`src/rtl/pool_pkg.sv`:
```
// Shared types and default sizing for the pooling-window controller.
package pool_pkg;

  localparam int unsigned DEF_DATA_W = 8;
  localparam int unsigned DEF_WIN    = 4;
  localparam int unsigned DEF_CNT_W  = 8;

  typedef enum logic [2:0] {
    ST_IDLE,
    ST_COLLECT,
    ST_CAPTURE,
    ST_OUT,
    ST_DONE
  } pool_state_e;

endpackage

```
`src/rtl/pool_ctrl.sv`:
```
// Sequences conv beats into pooling windows, captures the pooled vector
// from the external datapath and hands it downstream with a valid/ready handshake.
module pool_ctrl
  import pool_pkg::*;
#(
  parameter int unsigned DATA_W = DEF_DATA_W,
  parameter int unsigned WIN    = DEF_WIN,
  parameter int unsigned CNT_W  = DEF_CNT_W
) (
  input  logic                  clk,
  input  logic                  rst_n,
  input  logic                  start,
  input  logic                  abort,
  input  logic [CNT_W-1:0]      cfg_windows,
  input  logic                  conv_valid,
  output logic                  conv_ready,
  output logic                  pool_en,
  input  logic [WIN*DATA_W-1:0] pooled_in,
  output logic [WIN*DATA_W-1:0] out_data,
  output logic                  out_valid,
  input  logic                  out_ready,
  output logic                  busy,
  output logic                  done
);

  localparam int unsigned BEAT_W = (WIN > 1) ? $clog2(WIN) : 1;
  localparam int unsigned VEC_W  = WIN * DATA_W;

  pool_state_e       r_state;
  pool_state_e       w_next;
  logic [BEAT_W-1:0] r_beat;
  logic [CNT_W-1:0]  r_win;
  logic [CNT_W-1:0]  r_cfg;
  logic [VEC_W-1:0]  r_out_data;
  logic              r_out_valid;
  logic              w_last_beat;
  logic              w_last_win;

  assign w_last_beat = (r_beat == BEAT_W'(WIN - 1));
  assign w_last_win  = (CNT_W'(r_win + 1'b1) == r_cfg);
  assign out_data    = r_out_data;
  assign out_valid   = r_out_valid;

  always_ff @(posedge clk or negedge rst_n) begin
    if (!rst_n) r_state <= ST_IDLE;
    else        r_state <= w_next;
  end

  // Next state and state-decoded strobes; abort pre-empts every non-idle action.
  always_comb begin
    w_next     = r_state;
    conv_ready = 1'b0;
    pool_en    = 1'b0;
    busy       = 1'b1;
    done       = 1'b0;
    case (r_state)
      ST_IDLE: begin
        busy = 1'b0;
        if (start) w_next = (cfg_windows == '0) ? ST_DONE : ST_COLLECT;
      end
      ST_COLLECT: begin
        conv_ready = 1'b1;
        if (abort) begin
          w_next = ST_IDLE;
        end else if (conv_valid && w_last_beat) begin
          pool_en = 1'b1;
          w_next  = ST_CAPTURE;
        end
      end
      ST_CAPTURE: w_next = abort ? ST_IDLE : ST_OUT;
      ST_OUT: begin
        if (abort)          w_next = ST_IDLE;
        else if (out_ready) w_next = w_last_win ? ST_DONE : ST_COLLECT;
      end
      ST_DONE: begin
        done   = ~abort;
        w_next = ST_IDLE;
      end
      default: w_next = ST_IDLE;
    endcase
  end

  // Counters, latched configuration and output holding register.
  always_ff @(posedge clk or negedge rst_n) begin
    if (!rst_n) begin
      r_beat      <= '0;
      r_win       <= '0;
      r_cfg       <= '0;
      r_out_data  <= '0;
      r_out_valid <= 1'b0;
    end else if (r_state == ST_IDLE) begin
      if (start) begin
        r_cfg  <= cfg_windows;
        r_beat <= '0;
        r_win  <= '0;
      end
    end else if (abort) begin
      r_beat      <= '0;
      r_win       <= '0;
      r_out_valid <= 1'b0;
    end else begin
      case (r_state)
        ST_COLLECT: begin
          if (conv_valid) r_beat <= w_last_beat ? '0 : BEAT_W'(r_beat + 1'b1);
        end
        ST_CAPTURE: begin
          r_out_data  <= pooled_in;
          r_out_valid <= 1'b1;
        end
        ST_OUT: begin
          if (out_ready) begin
            r_out_valid <= 1'b0;
            r_win       <= CNT_W'(r_win + 1'b1);
          end
        end
        default: ;
      endcase
    end
  end

endmodule

```
`config.mk`:
```
export PLATFORM = sky130hd
export DESIGN_NAME = pool_ctrl
export DESIGN_NICKNAME = d
export VERILOG_FILES = /design/src/rtl/pool_pkg.sv /design/src/rtl/pool_ctrl.sv
export SDC_FILE = /design/constraint.sdc
export NUM_CORES = 1
export LEC_CHECK = 0
export CORE_UTILIZATION = 49
export CTS_CLUSTER_DIAMETER = 120
export DETAILED_ROUTE_END_ITERATION = 10
export PLACE_DENSITY = 0.86
export SETUP_SLACK_MARGIN = 0.2
export SKIP_CTS_REPAIR_TIMING = 1
export SYNTH_ARGS = -nofsm -noshare
export SYNTH_HDL_FRONTEND = slang
export SYNTH_SLANG_ARGS = --single-unit
```
`constraint.sdc`:
```
create_clock -name clk -period 2.5 [get_ports clk]
set_clock_uncertainty 0.05 [all_clocks]
set_input_delay 0.5 -clock clk [delete_from_list [all_inputs] [get_ports clk]]
set_output_delay 0.5 -clock clk [all_outputs]
set_load 0.03 [all_outputs]
```
==> flow_summary.yaml <==
run_status:
  status: "finished, final reports clean"
power_and_ir_drop:
  peakVddDrop_mv: 0.566
  p_per_area_mw_per_mm2: 623
  p_leak_nw: 1.61
  p_sw_uw: 663
  clockPowerShare: 0.262
  comb_power_share: 0.271
  p_int_mw: 1.56
  pwr-share-seq: 0.467
  switching_share: 0.298
route:
  drc: 0
  avgRoutedWirePerCell_um: 16.8
  routed-via-count: 1982
  viasPerCell: 5.33
  drt_iter0_drc: 113
  wl_um: 6250
  first_pass_iters: 4
  final_antenna_net_count: 0
finish:
  syn_to_final_growth_pct: 42.1
  antenna_cells: 0
  drive_above_1_share: 0.190
  num-fill-cells: 328
  nets: 352
worst_hold_path:
  min_path_type: "in -> async"
timing:
  period_needed_ps: 2140
  worstMarginPinSlew_ps: 680
  setup-tns-final_ps: 0
  rsz0062_at_grt: "no"
  fmax_mhz: 468
  final-hold-violation-count: 0
  setup_violations: 0
  slew_headroom: 0.547
  drv_slew: 0
  hold_slack_ps: 245
  fin_crit_sh: 0.854
floorplanning:
  placementRows: 25
  die_w_um: 73.6
  die_y_um: 73.6
  fp.dieArea_mm2: 0.00541
  pin_count: 83
  start_util: 0.521
  core_region_area_mm2: 0.00482
yosys:
  ys_seq_area_frac: 0.538
  ys_async_sr_fraction: 1.00
  syn_area_mm2: 0.00251
  ys_types: 44
  synth_simple_gate_area_frac: 0.150
  syn_inst: 216
  synth_fa_ha_area_frac: 0.00997
  synth_edf_count: 0
  syn_area_per_cell_um2: 11.6
  synth-xor-area-share: 0.0314
  synth_warnings: 0
  synth_nets: 264
  synth-compound-area-share: 0.0937
  ys_ff_latch: 54
  synthFlopType: "dfrtp_1"
  synth.area.mux_share: 0.156
  synth_top_family_by_area: "multiplexers"
worst_setup_path:
  required_ps: 1950
  critical_path.top_delay_family: "simple AND/OR/NAND/NOR gates"
  crit_arrival_ps: 1590
  start_kind: "flop"
  rr_startpoint: "r_state[1]"
  crit_path_frequent_cell: "nor2b_1"
  critPathMaxFanout: 8
  endpoint_kind: "output port"
  slowest_stage: "dfrtp_1"
  cp.depth: 4
  worst-path-buf-inv: 1
  worstSetupPathType: "reg -> out"
  worstSetupStartpoint: "r_state[1]"
  r2r_cells: 6
  max_stage_delay_ps: 480
  crit_chain: "nor2b_1, nor2b_1, nor3b_2, buf_4"
clock_tree:
  cts_tree: "yes"
  cts_root_buffer: "clkbuf_8"
  cts_buffer_depth: 2
  numClockSinks: 54
  clk-insertion-delay-late_ps: 300
  cts_buffers: 5
  htreeDepth: 2
  clk_pin_slew_ps: 100
flow_run:
  cap_violations: 0
global_routing:
  track_usage: 0.255
  grt_start_max_net_pins: 55
  grt_busiest_layer: "met2"
  globalRouteMet1Util: 0.276
  first_global_vias: 2128
  overflow: 0
  gr-usage-met3: 0.115
  grt_util_met2: 0.442
  grt_pass1_wl_um: 10100
  antenna_found_initial: 0
placed_design:
  hpwl_um: 4510
  portBuffers: 82
  place_congestion: 0.853
[layout by cell type (no fill, tap or decap), types with 2 or more instances in the layout]
master	synthesis	routed
o31ai_1	6	6
o21ai_1	2	2
mux2i_1	2	2
a21oi_1	4	4
mux2_1	3	3
o211ai_1	3	3
dfrtp_1	54	53
nor3b_1	3	2
nand2b_1	2	2
ha_1	2	2
inv_1	3	3
xnor2_1	6	6
clkbuf_8	0	5
or4_1	2	2
dlymetal6s2s_1	0	2
buf_4	0	9
mux2_2	30	30
nand2_1	33	33
xor2_1	3	3
clkdlybuf4s50_1	0	77
nor2_1	5	4
nand3_1	4	4
o21ai_0	9	9
nor3_1	3	3
or3_1	2	2
nor2b_1	6	6
[state kept, by name, indices dropped and copies added, names as in the netlist]
name	cells
r_beat	2
out_data	32
r_state	3
r_cfg	8
r_win	8
out_valid	1
[power groups by stage]
| stage | Sequential, mW | Combinational [mW] | Clock [mW] |
|---|---|---|---|
| 6_report | 1.04 | 0.603 | 0.583 |
| 5_1_grt | 1.05 | 0.653 | 0.619 |
| 4_1_cts | 1.04 | 0.609 | 0.593 |
| 3_5_place_dp | 1.05 | 0.603 | 0 |
| 3_3_place_gp | 1.05 | 0.588 | 0 |
| 2_1_floorplan | 1.13 | 0.259 | 0 |
[synth_stat cells (3+ instances only)]
cell,instances,share of area
dfrtp_1,54,0.54
nand2_1,33,0.049
mux2_2,30,0.13
o21ai_0,9,0.018
buf_2,6,0.012
nor2b_1,6,0.015
o31ai_1,6,0.018
xnor2_1,6,0.021
nor2_1,5,0.0075
a21oi_1,4,0.0080
nand3_1,4,0.0080
clkbuf_1,3,0.0045
inv_1,3,0.0045
mux2_1,3,0.013
nor3_1,3,0.0060
nor3b_1,3,0.0090
o211ai_1,3,0.0090
xor2_1,3,0.010
[worst register-to-register path: stages, from the launching register on]
cell     delay, ps
dfrtp_1        500
buf_4          210
nor3b_1        290
nand3_1        370
nor2b_1        240
o21ai_0        110
o31ai_1         90
[worst paths after layout]
path	to	slack (ps)
setup / recovery	pool_en	360
hold / removal	out_data[16]	240
setup reg to reg	r_win[3]	570
hold reg to reg	out_data[4]	450
max in group asynchronous	r_state[0]	1650
min in group clk	out_data[4]	450
[per-layer routing]
metal | routed length, um | vias up
met5 | 0 | -
met4 | 92 | 0
met3 | 638 | 9
met2 | 3190 | 78
met1 | 2320 | 956
li1 | - | 939
[layout make-up]
cell class                 count  area [um2]  area share
multi-input combinational    150        1120       0.314
timing repair buffer          90         888       0.249
sequential                    54        1350       0.379
inverter                       3        11.3     0.00316
tap                           67        83.8      0.0235
clock buffer                   6        72.6      0.0203
clock inverter                 2        37.5      0.0105
[per-stage QoR]
stage	std cells	power, mW	instance area, um2	setup WS [ps]	util
finish	372	2.22	3570	364	0.741
global route	372	2.32	3570	206	0.741
CTS	372	2.24	3560	-50.0	0.739
detailed placement	364	1.66	3450	235	0.716
global placement	364	1.63	3450	267	0.716
floorplan	216	1.38	2520	327	-
[cell families (layout without fill, tap and decap cells)]
| family | Yosys count | count (layout) |
|---|---|---|
| AND/OR/NAND/NOR | 71 | 71 |
| XOR/XNOR | 9 | 9 |
| adder cells (fa/ha/maj) | 2 | 2 |
| buffers and inverters | 12 | 101 |
| AO/OA/AOI/OAI | 33 | 33 |
| multiplexers | 35 | 35 |
| flip-flops | 54 | 54 |
Note: power is estimated with default switching activity, not from simulation.
